**src/rtl/load_store_unit.sv**
```systemverilog
// MEM-stage load/store engine: turns pipeline requests into word accesses on memory port B,
// with lane extraction/extension for loads, read-modify-write for sub-word RAM stores and misalign aborts.
module load_store_unit #(
  parameter int          RD_LAT  = 1,
  parameter logic [15:0] MMIO_HI = 16'hFFFF
) (
  input  logic        clk,
  input  logic        reset,
  input  logic        req_valid,
  output logic        req_ready,
  input  logic        req_write,
  input  logic [2:0]  req_op,
  input  logic [31:0] req_addr,
  input  logic [31:0] req_wdata,
  output logic        resp_valid,
  output logic [31:0] resp_rdata,
  output logic        resp_misalign,
  output logic        stall,
  output logic [31:0] mem_addr,
  output logic [31:0] mem_wdata,
  output logic        mem_we,
  input  logic [31:0] mem_rdata
);

  typedef enum logic [1:0] {IDLE, RD, WR, RESP} state_t;

  localparam logic [2:0] CNT_LAST = 3'(RD_LAT - 1);

  state_t      state_q, state_d;
  logic [2:0]  cnt_q, cnt_d;
  logic [2:0]  op_q, op_d;
  logic [1:0]  lane_q, lane_d;
  logic [15:0] wdata_q, wdata_d;
  logic        write_q, write_d;
  logic        mis_q, mis_d;
  logic [31:0] mem_addr_q, mem_addr_d;
  logic [31:0] mem_wdata_q, mem_wdata_d;
  logic [31:0] resp_rdata_q, resp_rdata_d;

  logic        req_half, req_word, req_mis, req_mmio;
  logic [31:0] req_wsized;
  logic [7:0]  ld_byte;
  logic [15:0] ld_half;
  logic [31:0] load_ext, rmw_word;

  // op[1:0] gives the access size, op[2] selects zero extension for loads
  assign req_half = (req_op[1:0] == 2'b01);
  assign req_word = req_op[1];
  assign req_mis  = (req_half & req_addr[0]) | (req_word & (req_addr[1:0] != 2'b00));
  assign req_mmio = (req_addr[31:16] == MMIO_HI);

  always_comb begin
    req_wsized = req_wdata;
    if (req_op[1:0] == 2'b00)      req_wsized = {24'b0, req_wdata[7:0]};
    else if (req_op[1:0] == 2'b01) req_wsized = {16'b0, req_wdata[15:0]};
  end

  always_comb begin
    ld_byte  = mem_rdata[{lane_q, 3'b000} +: 8];
    ld_half  = mem_rdata[{lane_q[1], 4'b0000} +: 16];
    load_ext = mem_rdata;
    if (op_q[1:0] == 2'b00)
      load_ext = op_q[2] ? {24'b0, ld_byte} : {{24{ld_byte[7]}}, ld_byte};
    else if (op_q[1:0] == 2'b01)
      load_ext = op_q[2] ? {16'b0, ld_half} : {{16{ld_half[15]}}, ld_half};
    rmw_word = mem_rdata;
    if (op_q[1:0] == 2'b00) rmw_word[{lane_q, 3'b000} +: 8] = wdata_q[7:0];
    else                    rmw_word[{lane_q[1], 4'b0000} +: 16] = wdata_q[15:0];
  end

  always_ff @(posedge clk) begin
    if (reset) begin
      state_q      <= IDLE;
      cnt_q        <= '0;
      op_q         <= '0;
      lane_q       <= '0;
      wdata_q      <= '0;
      write_q      <= 1'b0;
      mis_q        <= 1'b0;
      mem_addr_q   <= '0;
      mem_wdata_q  <= '0;
      resp_rdata_q <= '0;
    end else begin
      state_q      <= state_d;
      cnt_q        <= cnt_d;
      op_q         <= op_d;
      lane_q       <= lane_d;
      wdata_q      <= wdata_d;
      write_q      <= write_d;
      mis_q        <= mis_d;
      mem_addr_q   <= mem_addr_d;
      mem_wdata_q  <= mem_wdata_d;
      resp_rdata_q <= resp_rdata_d;
    end
  end

  // Sub-word RAM stores read the word first; misaligned ops never drive the memory port
  always_comb begin
    state_d      = state_q;
    cnt_d        = cnt_q;
    op_d         = op_q;
    lane_d       = lane_q;
    wdata_d      = wdata_q;
    write_d      = write_q;
    mis_d        = mis_q;
    mem_addr_d   = mem_addr_q;
    mem_wdata_d  = mem_wdata_q;
    resp_rdata_d = resp_rdata_q;
    case (state_q)
      IDLE: begin
        if (req_valid) begin
          op_d    = req_op;
          lane_d  = req_addr[1:0];
          wdata_d = req_wdata[15:0];
          write_d = req_write;
          mis_d   = req_mis;
          cnt_d   = '0;
          if (req_mis) begin
            resp_rdata_d = '0;
            state_d      = RESP;
          end else begin
            mem_addr_d = {req_addr[31:2], 2'b00};
            if (req_write && (req_word || req_mmio)) begin
              mem_wdata_d = req_wsized;
              state_d     = WR;
            end else begin
              state_d = RD;
            end
          end
        end
      end
      RD: begin
        if (cnt_q == CNT_LAST) begin
          if (write_q) begin
            mem_wdata_d = rmw_word;
            state_d     = WR;
          end else begin
            resp_rdata_d = load_ext;
            state_d      = RESP;
          end
        end else begin
          cnt_d = cnt_q + 3'd1;
        end
      end
      WR:      state_d = RESP;
      RESP:    state_d = IDLE;
      default: state_d = IDLE;
    endcase
  end

  always_comb begin
    req_ready     = (state_q == IDLE);
    stall         = ((state_q == IDLE) & req_valid) | (state_q == RD) | (state_q == WR);
    resp_valid    = (state_q == RESP);
    resp_misalign = (state_q == RESP) & mis_q;
    mem_we        = (state_q == WR);
    mem_addr      = mem_addr_q;
    mem_wdata     = mem_wdata_q;
    resp_rdata    = resp_rdata_q;
  end

endmodule
```
**config.mk**
```make
export PLATFORM = sky130hd
export DESIGN_NAME = load_store_unit
export DESIGN_NICKNAME = d
export VERILOG_FILES = /design/src/rtl/load_store_unit.sv
export SDC_FILE = /design/constraint.sdc
export NUM_CORES = 1
export LEC_CHECK = 0
export ABC_AREA = 1
export CAP_MARGIN = 30
export CORE_UTILIZATION = 38
export CTS_CLUSTER_SIZE = 28
export DETAILED_ROUTE_END_ITERATION = 7
export PLACE_DENSITY = 0.73
export SLEW_MARGIN = 20
export SYNTH_ARGS = -nofsm -noshare
export SYNTH_HDL_FRONTEND = slang
export SYNTH_SLANG_ARGS = --single-unit
```
**constraint.sdc**
```tcl
create_clock -name clk -period 2.6 [get_ports clk]
set_input_delay 0.39 -clock clk [delete_from_list [all_inputs] [get_ports clk]]
set_output_delay 0.39 -clock clk [all_outputs]
set_load 0.05 [all_outputs]
```
Word-level counts from Yosys, hierarchy flattened
Index checks and enable logic that the tools add are counted.
{ "word_totals": {"ff_bits": 122, "in_bits": 103, "output_inout_bits": 101, "elab_cells": 84} }
{ "classes": {"addsub": 3, "eq_ne": 14, "shifts": 6, "n_mux": 29, "n_bitwise": 8, "reduce_logical": 14} }
{ "op_table": {"columns": ["cell", "n"], "rows": [
  ["2-to-1 mux 32 bit", 16],
  ["case mux 32 bit (2 select lines)", 2],
  ["bitwise mux 32 bit", 2],
  ["variable shift 16 x 7 -> 32 bit (first input constant)", 1],
  ["variable shift 8 x 7 -> 32 bit (first input constant)", 1],
  ["variable part select 16 x 7 -> 32 bit", 1],
  ["variable part select 32 x 6 -> 16 bit", 1],
  ["variable part select 32 x 6 -> 8 bit", 1],
  ["variable part select 8 x 7 -> 32 bit", 1],
  ["equality test 16 bit (second input constant)", 1],
  ["negator 5 -> 7 bit", 2],
  ["!= test 2 bit (second input constant)", 6],
  ["2-to-1 mux 2 bit", 4],
  ["case mux 2 bit (4 select lines)", 1],
  ["equality test 2 x 1 -> 1 bit (second input constant)", 3],
  ["logical NOT 2 bit", 3],
  ["2-to-1 mux 3 bit", 2],
  ["case mux 3 bit (2 select lines)", 1],
  ["AND reduction 3 bit", 2],
  ["AND reduction 6 bit", 1],
  ["AND reduction 5 bit", 1],
  ["AND 1 bit", 4],
  ["equality test 2 bit (second input constant)", 2],
  ["!= test 2 x 1 -> 1 bit (second input constant)", 2],
  ["9 further kinds", 13]
]} }

Logic depth before layout (Yosys ltp)
Gate-level depths: netlist of run 1.
{ "depth": {"word_depth": 7, "mapped_depth": 15, "mapped_depth_nobuf": 12} }

Worst setup path after synthesis of run 1
Ideal clock, no wire load.
{ "synth_path": {"kind": "reg-to-output", "startpoint": "reg state_q[0]", "endpoint": "out stall", "arrival_ps": 1895, "t_required_ps": 2210, "setup_slack_ps": 315, "stages_incl_launch_ff": 6, "path_buffers": 1, "cell_sequence": "dfxtp_1 inv_1 ha_1 nand2_1 clkbuf_1 nand3_1"} }
{ "synth_between": {"elab_chain_cells": 4, "elab_cells_between_ends": 6, "cone_classes": "eq/ne (2); bitwise (3); reduce/logical (1)"} }
{ "synth_lines": {"columns": ["item", "line", "rtl"], "rows": [
  ["start, declared", "29", "state_t state_q, state_d;"],
  ["start signal, assigned", "84", "state_q <= state_d;"],
  ["logical NOT 2 bit", null, null],
  ["net req_ready", "10", "output logic req_ready,"],
  ["AND 1 bit", "153", "stall = ((state_q == IDLE) & req_valid) | (state_q == RD) | (state_q == WR);"],
  ["bitwise OR 1 bit (2 in series)", "153", null],
  ["end, declared", "18", "output logic stall,"]
]} }
The timed path passes the listed nets, and every way through them passes these cells.

Final worst setup path of run 1
{ "layout_path": {"startpoint": "reg state_q[1]", "endpoint": "out stall"} }
{ "layout_between": {"elab_chain_cells": 4, "elab_cells_between_ends": 6, "cone_classes": "eq/ne (2); bitwise (3); reduce/logical (1)"} }
{ "layout_lines": {"columns": ["item", "line"], "rows": [
  ["logical NOT 2 bit", "153"],
  ["AND 1 bit", "153"],
  ["bitwise OR 1 bit", "153"],
  ["bitwise OR 1 bit (*)", "153"]
]} }
Mark *: on every way between the ends. The rest lies on a longest branch, timed or not.

==> results by group, run 1 <==
Run status
  – Status: complete, no violations

Timing
  – Max-slew headroom at the worst pin: 53.26%
  – Max-slew violations: 0
  – Fin. Hold Viols: 0
  – Final Critical Period: 2.395 ns
  – Post-route clock period utilization: 92.12%
  – Worst Tran Pin Value: 0.7011 ns
  – Peak Freq: 417.5 MHz
  – Worst Hold Slack: 0.3155 ns
  – Skew final: 0.007337 ns
  – Setup TNS: 0 ns
  – RSZ-0062 raised after global routing: false
  – Final setup viols: 0

Setup path
  – Critical Path End Type: output port
  – CP max FO: 14
  – RR Startpoint: lane_q[1]$_SDFFE_PP0P_
  – Req. time, crit path: 2.21 ns
  – Reg2Reg Depth: 10
  – Worst setup startpoint: state_q[1]$_SDFFE_PP0P_
  – Worst setup path class: reg2out
  – Critical path arrival: 2.01 ns
  – FF-to-FF setup slack: 0.34 ns
  – FF-to-FF End: mem_wdata[27]$_SDFFE_PP0P_
  – CP Launch Type: register

Global route
  – Vias in the first global route: 7543
  – Global Route Usage Sum: 25.51%
  – Initial antenna violation count: 0
  – GRT Residual Overflow: 0
  – First-pass GRT wire length: 39.38 mm
  – Largest net degree at the start of global routing: 65

Finish
  – Layout Nets: 1456
  – Fraction of final layout cells sized beyond drive strength 1: 5.240%
  – Area growth, synth to finish: 37.82%
  – Finished Core Util: 53.46%
  – Antenna diodes: 0

Hold path
  – Hold Startpoint: reset
  – Hold Path Stages: 4
  – WHS Endpoint: mem_wdata[1]$_SDFFE_PP0P_
  – Hold Crit Class: in2reg

Job
  – Max cap viols: 0

Yosys
  – Seq/Total Area, Yosys: 33.66%
  – Post-synth EDFFs: 0
  – Top_reg_cell synth: dfxtp_1
  – Mapped Cells: 1188
  – Yosys cell types: 32
  – Cell Area, Synth: 7256 µm²
  – Synth Area per Inst: 6.107 µm²
  – Seq cells post-synth: 122
  – Yosys warning count: 0
  – Post-synth ARST share: 0%

Pwr
  – Comb pwr share: 55.6%
  – Leakage power: 3.918 nW
  – Net switching power: 5.764 mW
  – Sw frac: 48.85%
  – Sequential power share: 23.1%
  – Internal power: 6.035 mW
  – Power, Total: 11.80 mW
  – Clk pwr share: 21.3%
  – Power Density: 1180 nW/µm²
  – Peak supply drop: 650.6 µV

Clocking
  – Post-CTS Setup Inserts: 0
  – CTS Sinks: 122
  – CTS tree: done
  – Clock Tree Root: clkbuf_16
  – CTS H-tree lvls: 4
  – Clk_lat worst skew: 0.43 ns
  – Clk slew on worst S/H paths: 0.06 ns
  – Num CTS Buffers: 17
  – Clock Tree Buf Depth: 2

Routing
  – Routed Wire Length: 25.07 mm
  – Vias per inst: 5.313
  – Wire per inst: 15.78 µm
  – 1st-iter DRT viols: 913
  – Number of iterations in the first detailed-routing pass: 7
  – Residual DRC: 0
  – Final ANT Viol Nets: 0
  – DR vias: 8443

Floorplan
  – Core Footprint: 18710 µm²
  – # IOs: 204
  – Die area: 19650 µm²
  – Starting density of the core: 38.79%
  – # rows: 50
  – Chip width: 140.2 µm
  – Die Y: 140.2 µm

Placement
  – Detail Placement HPWL: 17.92 mm
  – IO Port Bufs: 201
  – Gpl congestion: 0.9172
## sequential cells by signal (all words and copies together) (netlist names)
register    flops
op_q            3
cnt_q           3
write_q         1
wdata_q        16
lane_q          2
resp_rdata     32
mis_q           1
state_q         2
mem_addr       30
mem_wdata      32
## critical path: stages, from the launching register on
cell and delay (ns):
dfxtp_1 0.37, inv_1 0.09, ha_2 0.27, inv_2 0.20
buf_4 0.27, nand3_1 0.17, buf_12 0.20
## worst max path at each step
stage                                       endpoint  slack (ns)  depth (start not counted)
after floorplan                                stall        0.31                          5
after global placement    mem_wdata[22]$_SDFFE_PP0P_        0.27                         11
after detailed placement  mem_wdata[14]$_SDFFE_PP0P_        0.23                         11
after CTS                                  req_ready        0.06                          3
after global routing                           stall        0.14                          6
final                                          stall        0.20                          6
## power by group through the flow
| stage | logic (mW) | registers [mW] | clock network (mW) |
|---|---|---|---|
| finish | 6.56 | 2.72 | 2.52 |
| global route | 7.11 | 2.79 | 2.64 |
| CTS | 6.50 | 2.72 | 2.55 |
| detailed placement | 6.48 | 2.76 | 0 |
| global placement | 6.42 | 2.75 | 0 |
| floorplan | 3.37 | 4.00 | 0 |
## cells by family (layout without fill, tap and decap cells)
group / after synthesis / count (layout) / share of synthesized area (%)
flip-flops: 122 / 122 / 33.66
adder cells (fa/ha/maj): 11 / 11 / 1.897
other: 1 / 2 / 0.05168
buffers and inverters: 173 / 339 / 9.950
AND/OR/NAND/NOR: 588 / 588 / 33.30
AO/OA/AOI/OAI: 293 / 293 / 21.14
## metrics by stage
stage          instance area, µm²  std cells  worst slack [ns]
5_1_grt                     10000       1589            0.1378
3_5_place_dp                 9379       1557            0.2342
4_1_cts                      9995       1589           0.05928
2_1_floorplan                7259       1189            0.3146
6_report                    10000       1589            0.2048
3_3_place_gp                 9379       1557            0.2711
## cell type report
| type | count | area (µm²) |
|---|---|---|
| Clock buffer | 18 | 429.2 |
| Clock inverter | 14 | 186.4 |
| Fill cell | 1851 | 8706 |
| Inverter | 83 | 311.5 |
| Multi-Input combinational cell | 894 | 4108 |
| Sequential cell | 122 | 2442 |
| Tap cell | 234 | 292.8 |
| Timing Repair Buffer | 224 | 2230 |
## synth_stat cells, types with 2 or more instances
master,count,share of area (%)
buf_4,9,0.93
nor2_1,212,11
o21ai_1,6,0.41
ha_1,11,1.9
buf_6,2,0.31
clkbuf_1,57,2.9
o21ai_0,106,7.3
buf_2,18,1.2
inv_2,4,0.21
clkinv_1,3,0.16
dfxtp_1,122,34
inv_1,76,3.9
a21oi_2,2,0.24
o211ai_1,14,1.4
nand3_1,112,7.7
nor2_2,2,0.17
o21a_1,8,0.83
nand4_1,10,0.86
a21oi_1,155,11
nand2_1,245,13
buf_1,3,0.16
## placed cells by master, fill, tap and decap left out, types with 6 or more instances in the layout
master | Yosys | layout
nand2_1 | 245 | 244
nor2_1 | 212 | 212
clkdlybuf4s50_1 | 0 | 198
a21oi_1 | 155 | 155
dfxtp_1 | 122 | 122
nand3_1 | 112 | 112
o21ai_0 | 106 | 106
inv_1 | 76 | 76
buf_4 | 9 | 20
clkbuf_16 | 0 | 17
o211ai_1 | 14 | 14
nand4_1 | 10 | 10
ha_1 | 11 | 10
o21a_1 | 8 | 8
o21ai_1 | 6 | 6
## timing repair
action,in CTS,in global routing
hold buffers,0,0
endpoints found under the setup margin,0,2
gates resized for setup,0,2
## metal layers
metal	GRT usage (%)	routed length, µm	vias up
li1	-	-	4173
met1	33.32	10800	3855
met2	40.84	11690	360
met3	5.949	1904	55
met4	9.485	670	0
met5	0	0	-
Power figures use the tool's default switching activity.
==> inputs of run 2 (changes only) <==
--- a/config.mk
+++ b/config.mk
@@ -10,7 +10,9 @@
 export CORE_UTILIZATION = 38
 export CTS_CLUSTER_SIZE = 28
 export DETAILED_ROUTE_END_ITERATION = 7
+export MAX_ROUTING_LAYER = met4
 export PLACE_DENSITY = 0.73
+export RECOVER_POWER = 50
 export SLEW_MARGIN = 20
 export SYNTH_ARGS = -nofsm -noshare
 export SYNTH_HDL_FRONTEND = slang
==> results by group, run 2 (synthesis gave the netlist of run 1 again) <==
Setup path
  – Crit-path cells: inv_1 > ha_1 > nand2_2 > inv_1 > clkbuf_1 > a21oi_1 > o21ai_0 > a21oi_1
  – Slowest cell on the critical path: clkbuf_1
  – CP Launch Type: register
  – Worst setup startpoint: state_q[0]$_SDFFE_PP0P_
  – Req. time, crit path: 2.92 ns
  – Critical Path End Type: register
  – Worst Path Buf+Inv: 3
  – CP max FO: 16
  – Critical path arrival: 2.69 ns
  – Worst setup path class: reg2reg
  – RR Startpoint: state_q[0]$_SDFFE_PP0P_
  – Crit-path max cell delay: 0.57 ns
  – FF-to-FF setup slack: 0.23 ns
  – Delay-heaviest family, CP: buffers and inverters

Routing
  – Vias per inst: 5.285
  – DR vias: 8413
  – Residual DRC: 0
  – Routed Wire Length: 25.10 mm
  – 1st-iter DRT viols: 910
  – Final ANT Viol Nets: 0
  – Wire per inst: 15.77 µm
  – Number of iterations in the first detailed-routing pass: 6

Floorplan
  – # rows: 50
  – Die Y: 140.2 µm
  – Chip width: 140.2 µm
  – Core Footprint: 18710 µm²
  – Die area: 19650 µm²
  – # IOs: 204
  – Starting density of the core: 38.79%

Pwr
  – Comb pwr share: 55.6%
  – Net switching power: 5.752 mW
  – Power Density: 1164 nW/µm²
  – Clk pwr share: 21.0%
  – Internal power: 5.875 mW
  – Peak supply drop: 683.8 µV
  – Sequential power share: 23.4%
  – Leakage power: 4.120 nW
  – Sw frac: 49.47%

Timing
  – Final setup viols: 0
  – Max-slew violations: 0
  – Post-route clock period utilization: 91.08%
  – Worst Hold Slack: 0.3124 ns
  – Setup TNS: 0 ns
  – Worst Tran Pin Value: 0.8650 ns
  – Worst Slack Setup Final: 0.2319 ns
  – RSZ-0062 raised after global routing: false
  – Skew final: 0.01058 ns
  – Final Critical Period: 2.368 ns
  – Max-slew headroom at the worst pin: 42.34%
  – Peak Freq: 422.3 MHz
  – Fin. Hold Viols: 0

Clocking
  – Num CTS Buffers: 17
  – Clock Tree Root: clkbuf_16
  – Clk_lat worst skew: 0.43 ns
  – Clk slew on worst S/H paths: 0.06 ns
  – Clock Tree Buf Depth: 2
  – CTS Sinks: 122
  – CTS tree: done
  – CTS Hold Bufs: 0
  – CTS H-tree lvls: 4

Placement
  – Gpl congestion: 0.9244
  – Place WS: 0.2413 ns
  – Placed instance count: 1560
  – IO Port Bufs: 201
  – Detail Placement HPWL: 18.04 mm

Job
  – Max cap viols: 0

Hold path
  – Hold Startpoint: reset
  – Hold Crit Class: in2reg

Run status
  – Status: complete, no violations

Finish
  – Antenna diodes: 0
  – Layout Nets: 1459
  – Fraction of final layout cells sized beyond drive strength 1: 5.155%
  – Commonest cells after routing, fill and taps aside: nand2_1 (244), nor2_1 (213), a21oi_1 (155)
  – Most common cell after layout, fill and taps aside: nand2_1
  – Area growth, synth to finish: 37.68%
  – Non-Filler Instances: 1592

Global route
  – Initial antenna violation count: 0
  – Vias in the first global route: 7641
  – GRT Residual Overflow: 0
  – Largest net degree at the start of global routing: 65
  – First-pass GRT wire length: 39.67 mm
  – Global Route Usage Sum: 26.29%
## run 2: final cells by class
| type | instances | area, µm² |
|---|---|---|
| Clock buffer | 18 | 439.2 |
| Clock inverter | 14 | 158.9 |
| Fill cell | 1832 | 8716 |
| Inverter | 83 | 311.5 |
| Multi-Input combinational cell | 894 | 4103 |
| Sequential cell | 122 | 2442 |
| Tap cell | 234 | 292.8 |
| Timing Repair Buffer | 227 | 2242 |
## run 2: power groups by stage
stage	Clock (mW)	Combinational, mW	Sequential [mW]
detailed placement	0	6.50	2.76
CTS	2.47	6.53	2.73
global placement	0	6.46	2.75
floorplan	0	3.37	4.00
finish	2.44	6.47	2.72
global route	2.56	7.01	2.78
## run 2: final timing paths
path	end	depth (start not counted)
worst min-delay path	mem_wdata[7]$_SDFFE_PP0P_	4
worst min register to register	mem_addr[14]$_SDFFE_PP0P_	2
worst max-delay path	cnt_q[0]$_SDFFE_PP0P_	8
worst max register to register	cnt_q[0]$_SDFFE_PP0P_	8
## run 2: tightest hold or removal path, delay by kind of cell
kind                   cells  cell delay (ns)
and+or+nand+nor            2             0.12
buffers and inverters      2             0.19
## run 2: metrics by stage
step / power [mW] / util, % / cell area [µm²]
2_1_floorplan: 7.372 / - / 7259
3_3_place_gp: 9.206 / 50.26 / 9402
3_5_place_dp: 9.262 / 50.26 / 9402
4_1_cts: 11.72 / 53.46 / 10000
5_1_grt: 12.34 / 53.40 / 9990
6_report: 11.63 / 53.40 / 9990
## run 2: timing repair
action,in CTS,in global routing
setup endpoints to repair,0,1
gates resized for setup,0,2
buffers inserted,0,0
## run 2: layer usage
layer	up-vias	GRT usage [%]	wire, µm
met5	-	-	0
li1	4186	-	-
met3	32	4.479	1883
met4	0	8.155	446
met1	3824	33.98	10880
met2	371	41.79	11890
==> inputs of run 3 (changes only) <==
--- a/config.mk
+++ b/config.mk
@@ -11,7 +11,7 @@
 export CTS_CLUSTER_SIZE = 28
 export DETAILED_ROUTE_END_ITERATION = 7
 export MAX_ROUTING_LAYER = met4
-export PLACE_DENSITY = 0.73
+export PLACE_DENSITY = 0.75
 export RECOVER_POWER = 50
 export SLEW_MARGIN = 20
 export SYNTH_ARGS = -nofsm -noshare
==> constraint.sdc (replaced) <==
create_clock -name clk -period 2 [get_ports clk]
set_input_delay 0.3 -clock clk [delete_from_list [all_inputs] [get_ports clk]]
set_output_delay 0.3 -clock clk [all_outputs]
set_load 0.05 [all_outputs]
==> results by group, run 3 (synthesis gave the netlist of run 1 again) <==
Run status
  – Status: complete, no violations

Global route
  – Largest net degree at the start of global routing: 65
  – First-pass GRT wire length: 40.66 mm
  – Initial antenna violation count: 0
  – Global Route Usage Sum: 27.24%
  – GRT Residual Overflow: 0
  – Vias in the first global route: 7798

Floorplan
  – # rows: 50
  – Die area: 19650 µm²
  – # IOs: 204
  – Starting density of the core: 38.79%
  – Die Y: 140.2 µm
  – Chip width: 140.2 µm
  – Core Footprint: 18710 µm²

Job
  – Max cap viols: 0

Timing
  – Skew final: 0.007165 ns
  – Peak Freq: 515.9 MHz
  – Max-slew violations: 0
  – Setup TNS: 0 ns
  – Worst Hold Slack: 0.4448 ns
  – Fin. Hold Viols: 0
  – Final setup viols: 0
  – Max-slew headroom at the worst pin: 53.59%
  – Worst Tran Pin Value: 0.6962 ns
  – Final Critical Period: 1.938 ns
  – Post-route clock period utilization: 96.91%

Pwr
  – Power, Total: 15.95 mW
  – Power Density: 1531 nW/µm²
  – Leakage power: 4.201 nW
  – Peak supply drop: 1115 µV

Routing
  – DR vias: 8568
  – Vias per inst: 5.250
  – Residual DRC: 0
  – 1st-iter DRT viols: 742
  – Routed Wire Length: 26.04 mm
  – Number of iterations in the first detailed-routing pass: 6
  – Wire per inst: 15.95 µm
  – Final ANT Viol Nets: 0

Clocking
  – Clk_lat worst skew: 0.42 ns
  – CTS H-tree lvls: 4
  – Clock Tree Buf Depth: 2
  – Clk slew on worst S/H paths: 0.06 ns
  – Clock Tree Root: clkbuf_16
  – CTS tree: done
  – CTS Sinks: 122
  – Num CTS Buffers: 17
  – CTS Hold Bufs: 0

Setup path
  – Critical Path End Type: output port
  – CP max FO: 10
  – Req. time, crit path: 1.70 ns
  – FF-to-FF End: resp_rdata[6]$_SDFFE_PP0P_
  – CP Launch Type: register
  – Worst setup path class: reg2out
  – Critical path arrival: 1.64 ns
  – Reg2Reg Depth: 14
  – Worst setup startpoint: state_q[0]$_SDFFE_PP0P_
  – RR Startpoint: state_q[0]$_SDFFE_PP0P_
  – FF-to-FF setup slack: 0.13 ns

Hold path
  – Hold Crit Class: in2reg
  – WHS Endpoint: state_q[1]$_SDFFE_PP0P_
  – Hold Startpoint: reset
  – Hold Path Stages: 4

Finish
  – Fraction of final layout cells sized beyond drive strength 1: 9.084%
  – Antenna diodes: 0
  – Layout Nets: 1499
  – Commonest cells after routing, fill and taps aside: nand2_1 (243), nor2_1 (212), clkdlybuf4s50_1 (174)
  – Most common cell after layout, fill and taps aside: nand2_1
  – Area growth, synth to finish: 43.66%
  – Fill cells: 1813
  – Non-Filler Instances: 1632
  – Finished Core Util: 55.73%

Placement
  – Placed instance count: 1597
  – Gpl congestion: 0.9293
  – Detail Placement HPWL: 19.13 mm
  – IO Port Bufs: 201
-- run 3: cell types whose count changed in the layout (fill, tap and decap cells not counted), sizes merged --
cell | before | now
buf | 25 | 59
clkbuf | 21 | 32
clkdlybuf4s50 | 136 | 174
clkinvlp | 2 | 4
dlygate4sd3 | 62 | 21
dlymetal6s2s | 1 | 0
inv | 87 | 84
-- run 3: area by class of cell --
type,count,area [µm²],area share [%]
clock inverter,13,143.9,1.380
inverter,83,316.6,3.037
multi-input combinational,894,4169,40.00
clock buffer,19,452.9,4.345
tap,234,292.8,2.809
timing repair buffer,267,2603,24.97
sequential,122,2446,23.47
-- run 3: worst max path at each step --
stage	to	slack, ns	cells past startpoint
2_1_floorplan	mem_wdata[14]$_SDFFE_PP0P_	0.0008	15
3_3_place_gp	mem_wdata[31]$_SDFFE_PP0P_	-0.19	12
3_5_place_dp	mem_wdata[10]$_SDFFE_PP0P_	-0.21	12
4_1_cts	stall	0.01	6
5_1_grt	mem_wdata[16]$_SDFFE_PP0P_	-0.005	11
6_report	stall	0.06	6
-- run 3: metrics by stage --
step                cell area, µm²  setup WS [ns]
global placement              9737        -0.1876
finish                       10420        0.06180
global route                 10420      -0.005023
floorplan                     7274      0.0007527
CTS                          10350        0.01244
detailed placement            9737        -0.2143
-- run 3: metal layers --
metal | GRT usage, % | wire (µm)
met1 | 33.36 | 10940
met2 | 44.24 | 12610
met3 | 5.641 | 1903
met4 | 9.717 | 581
met5 | - | 0
-- run 3: timing repair --
action / in CTS / in global routing
endpoints found under the hold margin: 0 / 0
gates cloned: 0 / 1
pin swaps: 0 / 1
gates resized for setup: 4 / 20
endpoints found under the setup margin: 1 / 58
setup buffers: 0 / 2
-- run 3: report_power, final --
part | leakage, nW | switching, mW | internal [mW]
combinational | 2.92 | 6.02 | 3.27
sequential | 0.997 | 0.438 | 3.11
clock | 0.282 | 1.21 | 1.91
total | 4.20 | 7.67 | 8.29
-- run 3: critical path, cell delays in order (launching register included) --
cell	delay (ns)
dfxtp_2	0.38
inv_2	0.07
ha_4	0.19
buf_4	0.16
nand2_4	0.13
nand3_2	0.12
buf_12	0.17
